### config.mk
export PLATFORM = sky130hd
export DESIGN_NAME = slice_packer
export DESIGN_NICKNAME = d
export VERILOG_FILES = /design/src/rtl/slice_packer.sv
export SDC_FILE = /design/constraint.sdc
export NUM_CORES = 1
export LEC_CHECK = 0
export CAP_MARGIN = 20
export CORE_AREA = 2 2 53 55
export CTS_BUF_LIST = sky130_fd_sc_hd__clkbuf_4 sky130_fd_sc_hd__clkbuf_8
export DETAILED_ROUTE_END_ITERATION = 6
export DIE_AREA = 0 0 55 57
export GPL_TIMING_DRIVEN = 0
export PLACE_DENSITY = 0.78
export RECOVER_POWER = 25
export SLEW_MARGIN = 15
export SYNTH_ARGS = -nofsm -noshare
export SYNTH_HDL_FRONTEND = slang
export SYNTH_SLANG_ARGS = --single-unit
### constraint.sdc
create_clock -name clk -period 2 [get_ports clk]
set_clock_uncertainty 0.1 [all_clocks]
set_input_delay 0.3 -clock clk [delete_from_list [all_inputs] [get_ports clk]]
set_output_delay 0.3 -clock clk [all_outputs]
set_load 0.005 [all_outputs]
### src/rtl/slice_packer.sv
// slice_packer: packs IN_W-bit slices LSB-first into SLICES-wide words,
// supports early flush via in_last, and buffers completed words in a
// DEPTH-entry FIFO with a valid/ready output handshake.
module slice_packer #(
  parameter int IN_W   = 4,
  parameter int SLICES = 2,
  parameter int DEPTH  = 2,
  localparam int CW    = $clog2(SLICES + 1),
  localparam int LW    = $clog2(DEPTH + 1)
) (
  input  logic                   clk,
  input  logic                   rst_n,
  input  logic [IN_W-1:0]        in_data,
  input  logic                   in_valid,
  input  logic                   in_last,
  output logic                   in_ready,
  output logic [IN_W*SLICES-1:0] out_data,
  output logic [CW-1:0]          out_cnt,
  output logic                   out_valid,
  input  logic                   out_ready,
  output logic [LW-1:0]          level
);

  localparam int W  = IN_W * SLICES;
  localparam int IW = $clog2(SLICES);
  localparam int PW = (DEPTH > 1) ? $clog2(DEPTH) : 1;

  logic [W-1:0]  r_acc;
  logic [IW-1:0] r_idx;
  logic [W-1:0]  r_mem_data [DEPTH];
  logic [CW-1:0] r_mem_cnt  [DEPTH];
  logic [PW-1:0] r_wptr;
  logic [PW-1:0] r_rptr;
  logic [LW-1:0] r_level;

  logic          w_accept;
  logic          w_done;
  logic          w_pop;
  logic [W-1:0]  w_word;
  logic [CW-1:0] w_cnt;

  function automatic logic [PW-1:0] f_next(input logic [PW-1:0] p);
    return (p == PW'(DEPTH - 1)) ? '0 : p + PW'(1);
  endfunction

  // in_ready depends only on registered occupancy, never on out_ready
  assign in_ready  = (r_level < LW'(DEPTH));
  assign out_valid = (r_level != '0);
  assign level     = r_level;
  assign out_data  = out_valid ? r_mem_data[r_rptr] : '0;
  assign out_cnt   = out_valid ? r_mem_cnt[r_rptr]  : '0;

  assign w_accept = in_valid && in_ready;
  assign w_pop    = out_valid && out_ready;
  assign w_done   = w_accept && (in_last || (r_idx == IW'(SLICES - 1)));
  // accumulator positions above r_idx are always zero, so OR-merge is exact
  assign w_word   = r_acc | ({{(W - IN_W){1'b0}}, in_data} << (32'(r_idx) * IN_W));
  assign w_cnt    = CW'(r_idx) + CW'(1);

  // Accumulator, slice index, FIFO pointers and occupancy
  always_ff @(posedge clk) begin
    if (!rst_n) begin
      r_acc   <= '0;
      r_idx   <= '0;
      r_wptr  <= '0;
      r_rptr  <= '0;
      r_level <= '0;
    end else begin
      if (w_done) begin
        r_acc  <= '0;
        r_idx  <= '0;
        r_wptr <= f_next(r_wptr);
      end else if (w_accept) begin
        r_acc <= w_word;
        r_idx <= r_idx + IW'(1);
      end
      if (w_pop) begin
        r_rptr <= f_next(r_rptr);
      end
      case ({w_done, w_pop})
        2'b10:   r_level <= r_level + LW'(1);
        2'b01:   r_level <= r_level - LW'(1);
        default: r_level <= r_level;
      endcase
    end
  end

  // FIFO storage; contents are only visible while occupancy covers them
  always_ff @(posedge clk) begin
    if (w_done) begin
      r_mem_data[r_wptr] <= w_word;
      r_mem_cnt[r_wptr]  <= w_cnt;
    end
  end

endmodule

* Word level (Yosys, flattened, before mapping)
Memories as Yosys holds them, arrays and structs flattened. A register that Yosys moved wholly into a read port is not among the register bits. Cells that the tools add are included.
Word-level totals: bits in writable memories 20, flip-flop bits (word level) 13, input bits 9, memories 2
Operators by class: $add $sub $neg 6, muxes and demuxes 11, shift-type cells 1, bitwise operators 2, equality and inequality tests 2, reductions and logical operators 7, $lt $le $gt $ge 1
Memory list:
- r_mem_data | depth 2, bits a word 8, rd ports 1, clocked after Yosys merged registers in 1, wr ports 1, line 30 | logic [W-1:0] r_mem_data [DEPTH];
- r_mem_cnt | depth 2, bits a word 2, rd ports 1, clocked after Yosys merged registers in 1, wr ports 1, line 31 | logic [CW-1:0] r_mem_cnt [DEPTH];
Operators with widths (number):
- 1-bit 2-to-1 mux | 8
- 8-bit 2-to-1 mux | 1
- 8-bit OR | 1
- 4-bit by 3-bit << shifter with 8-bit output | 1
- 2-bit case mux with 2 select lines | 1
- 2-bit nonzero test | 2
- 1-bit adder, second input constant | 3
- 1-bit logical AND | 3
- 1-bit by 1-bit adder with 2-bit output, second input constant | 1
- 2-bit by 1-bit adder with 2-bit output, second input constant | 1
- 2-bit by 1-bit == test with 1-bit output, second input constant | 1
- 2-bit == test, second input constant | 1
- 2-bit < comparator, second input constant | 1
- 2-bit 2-to-1 mux | 1
- 2-bit OR reduction | 1
- 2-bit by 1-bit subtractor with 2-bit output, second input constant | 1
- 1-bit logical OR | 1
- 1-bit inverter | 1

* Longest topological paths before layout
Gate-level depths: netlist of run 1.
depth after elaboration 5, depth in mapped cells 6, mapped depth without buffers 6

* Worst setup path after synthesis of run 1
OpenSTA, ideal clock, no wires.
path type register -> register, from reg r_level[1] (netlist: level[1]), to reg r_level[1] (netlist: level[1]), arrival time 1.570 ns, path slack 0.260 ns, library setup time 0.070 ns, stages on the path, launching flop included 6, path buffers 0, required time 1.830 ns, period minus slack after synthesis 1.740 ns, path through dfxtp_1 > nor2b_1 > o21ai_1 > ha_1 > or3_1 > a21oi_1
Between the ends: cells in the longest elaborated chain, start to end 5, elaborated cells between the ends (all ways) 11
Ends and longest elaborated chain:
- start: declaration | line 34 | logic [LW-1:0] r_level;
- start signal: assignment | line 81 | 2'b10: r_level <= r_level + LW'(1);
- start signal: assignment | line 82 | 2'b01: r_level <= r_level - LW'(1);
- start signal: assignment | line 83 | default: r_level <= r_level;
- 2-bit < comparator | line 47 | assign in_ready = (r_level < LW'(DEPTH));
- 1-bit logical AND | line 53 | assign w_accept = in_valid && in_ready;
- 1-bit logical AND | line 55 | assign w_done = w_accept && (in_last || (r_idx == IW'(SLICES - 1)));
- 2-bit by 1-bit == test with 1-bit output or 2-bit == test (tied branches) | line 80 | case ({w_done, w_pop})
- 2-bit case mux with 2 select lines or 2-bit nonzero test (tied branches)
Parallel ways exist; a longest one is shown, timed or not. A chain may end at the register's enable or synchronous reset.

* Worst setup path in the final report of run 1
from in in_valid, to reg r_level[1] (netlist: level[1])
Between the ends: cells in the longest elaborated chain, start to end 4, elaborated cells between the ends (all ways) 6
Ends and longest elaborated chain:
- start: declaration | line 14 | input logic in_valid,
- 1-bit logical AND (*) | line 53
- 1-bit logical AND (*) | line 55
- 2-bit by 1-bit == test with 1-bit output or 2-bit == test (tied branches) | line 80
- 2-bit case mux with 2 select lines or 2-bit nonzero test (tied branches)
Mark *: on every way between the ends. The rest lies on a longest branch, timed or not.

==> results of run 1 <==
==> routing by layer <==
metal  share of wire  GRT usage  wire (um)  vias to the layer above
met4          0.0032     0.0523          7                        0
met1            0.43      0.203        939                      389
met2            0.50      0.262       1100                       27
li1                -          -          -                      426
met5               0          0          0                        -
met3           0.067     0.0550        147                        2
==> cell families (layout without fill, tap and decap cells) <==
family	count (synthesis)	after routing	synth area share
flip-flops	34	34	0.677
adder cells (fa/ha/maj)	1	1	0.00961
AO/OA/AOI/OAI	20	20	0.0933
multiplexers	10	10	0.0769
AND/OR/NAND/NOR	28	28	0.0962
XOR/XNOR	3	3	0.0202
buffers and inverters	9	40	0.0269
==> where the power goes <==
part,total [mW],internal [mW],switching (mW)
Combinational,0.729,0.408,0.321
Sequential,0.929,0.864,0.0645
Clock,0.354,0.145,0.209
Total,2.01,1.42,0.594
==> through the flow <==
stage                     std cells  total power [mW]
after global placement          158              1.61
after global routing            167              2.15
after floorplan                 105              1.28
final                           167              2.01
after detailed placement        158              1.64
after CTS                       166              2.04
==> worst max-delay path: stages <==
cell	delay, ns
clkdlybuf4s50_1	0.47
nor2b_2	0.27
o21ai_2	0.16
ha_1	0.36
or3_1	0.38
a21oi_1	0.14
==> sequential cells by signal, summed over array words and instances (netlist names), named ones only <==
register and flops:
r_rptr 1, level 2, r_wptr 1, r_mem_data 16
r_mem_cnt 4, r_acc 8, r_idx 1
==> cells in the final DEF, fill, tap and decap left out, types with 2 or more instances in the layout <==
master and n:
a21o_1 8, a21oi_1 6, and3_1 4, clkbuf_4 6
clkdlybuf4s50_1 13, dfxtp_1 12, dfxtp_4 2, dlymetal6s2s_1 9
edfxtp_1 20, inv_1 7, mux2i_1 10, nor2_1 18
nor2_2 2, o21ai_0 4, or3_1 2, xor2_1 2
==> path summary, 6_finish.rpt <==
| check | startpoint | end | slack, ns |
|---|---|---|---|
| hold reg to reg | r_acc[0]$_SDFFE_PP0P_ | r_acc[0]$_SDFFE_PP0P_ | 0.38 |
| setup reg to reg | level[1]$_SDFFE_PN0P_ | level[1]$_SDFFE_PN0P_ | 0.17 |
| hold / removal | r_acc[0]$_SDFFE_PP0P_ | r_acc[0]$_SDFFE_PP0P_ | 0.38 |
| setup / recovery | in_valid | level[1]$_SDFFE_PN0P_ | 0.07 |
==> layout make-up <==
| cell class | instances | area (um^2) |
|---|---|---|
| buffer | 2 | 25.0 |
| clock buffer | 6 | 45.0 |
| clock inverter | 2 | 8.76 |
| fill | 223 | 936 |
| inverter | 7 | 26.3 |
| multi-input combinational | 62 | 397 |
| sequential | 34 | 888 |
| tap | 31 | 38.8 |
| timing repair buffer | 23 | 250 |
==> repair_timing <==
item | 4_1_cts | 5_1_grt
gates resized for setup | 12 | 10
cloned | 0 | 0
hold buffers | 0 | 0
hold endpoints to repair | 0 | 0
buffers inserted | 0 | 1
endpoints found under the setup margin | 22 | 10
==> impl_summary.md, run 1 <==
Layout
Once layout is complete, the utilization of the core stands at 0.642. For this run, the post-layout net count is between 100 and 150. The layout overhead on the synthesized area is 29.0%. The finished cells cover 0.00168 mm^2.

The count of inserted antenna diode cells is 0. The share of cells above drive strength 1 is 0.118.

Power and ir drop
The leakage power total is 0.815 nW. In this run the power density over the cells is roughly 1200 mW/mm^2. The worst voltage drop across the vdd grid is 0.000831 V.

STA
The worst path meets setup with approximately 0.071 ns of slack. The hold violation total from the final report is 0. The worst slew slack as a fraction of its limit is 0.620.

Setup total negative slack on the finished layout was measured at 0 ns. The total count of max-transition violations in the final report came to 0. Counting I/O delays and the setup requirement, the final critical path takes 1.93 ns. The worst hold slack after final layout is 0.377 ns. At the pin with the least slew margin, the transition time is 0.564 ns. Setup repair after global routing left no endpoint under its margin.

For this run, the top clock speed supported by timing is 0.519 GHz. Dividing the final minimum period by the clock period gives 0.964. The final setup violation count is 0.

Clock tree
The maximum buffer depth of the clock tree is 2. TritonCTS built the clock tree. The clock input transition at the sequential cells of the worst setup and hold paths is 0.09 ns.

The latest clock arrival within the worst-skew pair is 0.32 ns. In this run the clock root is driven by a clkbuf_4. CTS saw 34 sinks. The total clock buffers created by CTS is 5. The H-tree generated during clock tree synthesis spans 2 levels.

Yosys
The dominant synthesized flop cell is edfxtp_1. Ranked by total cell area, the synthesized netlist is headed by edfxtp_1, dfxtp_1, mux2i_1. The synthesized design contains 20 enable-type register cells. By count the netlist is led by edfxtp_1, nor2_1, dfxtp_1.

Yosys printed 0 warnings. The share of the Yosys chip area taken by registers is 0.677. The cell type with the largest total area after synthesis is edfxtp_1. The number of distinct library cell variants in the gate-level netlist after synthesis is 19. After technology mapping, the gate count stands at 105. After synthesis, the share of flip-flops with an asynchronous set or reset is 0. Of the post-synthesis cell area, the dominant cell type holds 0.462.

The average footprint of a synthesized cell is ~12 um^2. The cell area after synthesis is 0.00130 mm^2. Counting every net in the synthesized netlist gives 115. Counting flops and latches in the post-synthesis netlist gives 34.

Worst hold path
The worst hold path was traced through 2 stages. The tightest min-delay check is of the register to register type.

Critical path
Data on the critical path arrives at its endpoint at 2.08 ns. The type of element launching the critical path is a primary input. STA puts the critical path data required time at 2.16 ns. The top fanout value on the critical path is 6.

The path type of the worst setup path is primary input to register. Counting cells, the worst reg-to-reg path comes to 5. STA classifies the critical path endpoint as a register.

Floorplanning
The total I/O pin count is 23. The core region is about 0.0026 mm^2. The number of rows created at floorplan is 19. Measured along the y axis, the die boundary spans 57 um. The die covers 0.00314 mm^2.

The die is between 50 and 60 um wide. For this configuration, the core starts out at a cell density of 0.498.

Global route
The number of global-route vias before repair was 816. The residual overflow from global routing is 0. The number of antenna violations at the first check in global routing came to 0. Entering global routing, the biggest net connects 11 pins. Across every metal layer, demand over resource in global routing totals 0.162. The first global-routing pass estimated roughly 3.6 mm of wire.

Placement
The congestion estimate from routability-driven global placement came to 0.805. The placement-stage cell area is ~0.0016 mm^2. Summed over all nets, the half-perimeter wirelength after detailed placement is 1.54 mm.

The pre-CTS setup slack is -0.656 ns. In this run the tool buffered the top-level ports with 22 buffer cells.

Drt
Summing over every cut layer, the via total after detailed routing is 844. After detailed routing, the number of remaining DRC violations is 0. The post-route antenna net violation count is 0. The number of violations reported at the end of detailed-routing iteration 0 is 21. For this block, the routed nets add up to around 2.2 mm of wire. Before antenna repair, the detailed router went through 4 iterations. Dividing the detail-routed wire length by the instance count gives 13.2 um. The detailed-route vias per instance is 5.05.

Run
Max-cap violations in this run came to 0.

Run status
The run finished with clean final reports.
Note: power is estimated with default switching activity, not from simulation.
==> inputs of run 2 (changes only) <==
--- a/config.mk
+++ b/config.mk
@@ -17,3 +17,4 @@
 export SYNTH_ARGS = -nofsm -noshare
 export SYNTH_HDL_FRONTEND = slang
 export SYNTH_SLANG_ARGS = --single-unit
+export TNS_END_PERCENT = 30
==> constraint.sdc (replaced) <==
create_clock -name clk -period 2 [get_ports clk]
set_clock_uncertainty 0.1 [all_clocks]
set_input_delay 0.3 -clock clk [delete_from_list [all_inputs] [get_ports clk]]
set_output_delay 0.3 -clock clk [all_outputs]
set_load 0.05 [all_outputs]
==> run 2 against run 1 <==
  * Cell area decreased by 5.9%
  * Critical path type unchanged
  * Highest routed layer unchanged
  * Register-to-register slack got worse by 0.02 ns
  * Sequential share of layout area up 2.8 points
  * Setup slack lost 0.0030 ns
  * Total power increased by 15%
  * Critical endpoint unchanged
  * Critical path depth stayed put
  * First-iteration DRC count fell by 24%
  * Combinational power is 44% higher
==> impl_summary.md, run 2 (synthesis gave the netlist of run 1 again) <==
Clock tree
The count of buffers added by post-CTS timing repair for setup is 0. The tree is rooted in a clkbuf_4. The clock tree from TritonCTS is yes. No sink is reached through more buffers than the 2 on the longest clock path. The latest clock arrival within the worst-skew pair is around 0.32 ns. The total clock buffers created by CTS is 5. The clock net sink count is 34. Clock-pin slew was measured on the worst setup and hold paths at 0.10 ns. CTS built an H-tree with a depth of 2. For this design, the CTS-stage hold fixing added 0 buffers.

Worst hold path
In this run the most critical hold path is launched from r_acc[1]$_SDFFE_PP0P_. The path class of the tightest hold or removal check is register to register. The worst hold path passes through 2 cells. The worst-case hold path end point is r_acc[1]$_SDFFE_PP0P_.

Global route
The number of global-route vias before repair was just over 800. Entering global routing, the biggest net connects 11 pins. The total overflow left after global routing is 0.

The first global-routing pass estimated 3.56 mm of wire. The number of antenna violations at the first check in global routing is 0. The global routing usage summed across all routing layers is 0.161.

STA
The timing-limited maximum frequency is roughly 0.52 GHz. At the pin with the least slew margin, the transition time is 0.544 ns. Setup repair after global routing could not meet its margin everywhere.

The worst slew slack as a fraction of its limit is 0.634. The final cycle utilization of the critical path is 0.966. The final setup violation count is 0.

The hold violation total from the final report is 0. Setup slack on the critical path of the routed design comes to approximately 0.068 ns. The worst hold slack after final layout is about 0.38 ns. The worst path needs between 1.5 and 2 ns of the cycle, external delays included.

The total count of max-transition violations in the final report was 0.

Layout
Ranked by flip-flop count, first place goes to r_mem_data. The register with the most flip-flops in the layout has 16 of them. The repair_antennas step left the layout with diodes totalling 0. The library cell used most frequently in the layout, excluding fill and tap cells, is edfxtp_1. Relative to the synthesized area, the layout overhead comes to 21.4%. The number of inserted filler cells in the final layout is 236. The largest registers in the layout are r_mem_data x16, r_acc x8, r_mem_cnt x4. The layout net count is 144.

In the final layout, the share of cells above drive strength 1 is 0.170. The library cells used most frequently in the layout, excluding fill and tap cells, are edfxtp_1, nor2_1, dfxtp_1. The finished cells cover ~0.0016 mm^2.

Floorplanning
For this design the top-level I/O count stands at 23. The area inside the core boundary is 0.00262 mm^2. The die is between 50 and 60 um wide. For this configuration, the core starts out at a cell density of 0.498. In this run the core area contains 19 standard-cell rows. The floorplan step defined a die boundary enclosing 0.00314 mm^2. From bottom edge to top edge, the die measures ~57 um.

Drt
The detailed-router iteration count before antenna repair is 4. After the first detailed-routing iteration, the DRC count stood at 16. After detailed routing, the average wire length per cell comes to 12.8 um. The detailed-route vias per instance is 5.05. After detailed routing, the number of remaining DRC violations is 0. The post-route antenna net violation count is 0. The total wirelength of the detailed-routed design is 2.13 mm. The number of vias after detailed routing is roughly 840.

Critical path
The critical path required time is 2.16 ns. The type of element launching the critical path is a primary input. The critical path starts at in_valid. Data arrives at the worst endpoint at 2.09 ns. The path type of the worst setup path is primary input to register. The end of the worst register-to-register path is level[1]$_SDFFE_PN0P_.

In this run the critical register-to-register path is launched from level[1]$_SDFFE_PN0P_. The endpoint type of the worst setup path is a register. Across all register-to-register paths, the minimum setup slack is 0.15 ns. The worst-case reg-to-reg path depth is 5.

Of all nets on the critical path, the largest fanout is 6.

Power and ir drop
The worst voltage drop across the vdd grid is between 0.0009 and 0.001 V. The power per unit of standard cell area is about 1500 mW/mm^2. The leakage power total is around 0.68 nW.

Power comes to 2.32 mW.

Placement
The placement-stage cell area is about 0.0016 mm^2. Input and output buffers added on the ports amount to 22. The congestion estimate from routability-driven global placement came to 0.805.

The pre-CTS setup slack is -0.656 ns. The HPWL after detailed placement is around 1.5 mm.

Run
The max-cap check violation count is 0.

Run status
The run finished with clean final reports.
[run 2: worst max-delay path by stage]
| stage | end | slack [ns] | cells after the start |
|---|---|---|---|
| after floorplan | out_cnt[0] | -0.10 | 3 |
| after global placement | r_mem_cnt[1][1]$_DFFE_PP_ | -0.54 | 4 |
| after detailed placement | r_mem_data[1][1]$_DFFE_PP_ | -0.66 | 4 |
| after CTS | out_valid | 0.03 | 4 |
| after global routing | out_valid | -0.04 | 4 |
| final | level[1]$_SDFFE_PN0P_ | 0.07 | 6 |
[run 2: where the power goes]
part | switching [mW] | total, mW | leakage [nW] | internal [mW]
clock network | 0.210 | 0.355 | 0.0331 | 0.145
logic | 0.756 | 1.05 | 0.345 | 0.295
registers | 0.0568 | 0.910 | 0.300 | 0.853
total | 1.02 | 2.32 | 0.678 | 1.29
[run 2: through the flow]
stage / TNS, ns / std cells / util
floorplan: -0.957 / 105 / -
global placement: -7.27 / 158 / 0.597
detailed placement: -9.21 / 158 / 0.597
CTS: 0 / 166 / 0.603
global route: -0.0395 / 166 / 0.604
finish: 0 / 166 / 0.604
[run 2: timing repair]
action                     4_1_cts  5_1_grt
setup endpoints to repair       24        2
resized for setup               58        1
pin swaps                        0        0
[run 2: area by class of cell]
type                    instances  area (um^2)  area share
plain buffers                   2         12.5     0.00792
clock buffers                   6         45.0      0.0285
clock inverters                 2         8.76     0.00554
inverters                       7         26.3      0.0166
multi-input cells              62          394       0.249
flip-flops and latches         34          881       0.557
well taps                      31         38.8      0.0245
repair buffers                 22          174       0.110
[run 2: critical path, stage by stage]
cell	delay, ns
clkdlybuf4s50_1	0.47
nor2b_2	0.28
o21ai_2	0.16
ha_1	0.36
or3_1	0.38
a21oi_1	0.14
[run 2: routing by layer]
layer,global-route usage,vias up,wire [um]
met5,0,-,0
met4,0.0523,0,7
met3,0.0550,2,142
met2,0.262,27,1060
met1,0.200,386,915
li1,-,423,-
==> inputs of run 3 (changes only) <==
--- a/config.mk
+++ b/config.mk
@@ -11,6 +11,7 @@
 export DETAILED_ROUTE_END_ITERATION = 6
 export DIE_AREA = 0 0 55 57
 export GPL_TIMING_DRIVEN = 0
+export HOLD_SLACK_MARGIN = 0.06
 export PLACE_DENSITY = 0.78
 export RECOVER_POWER = 25
 export SLEW_MARGIN = 15
==> results of run 3 <==
No change in the layout: final DEF, timing and power equal those of run 2.
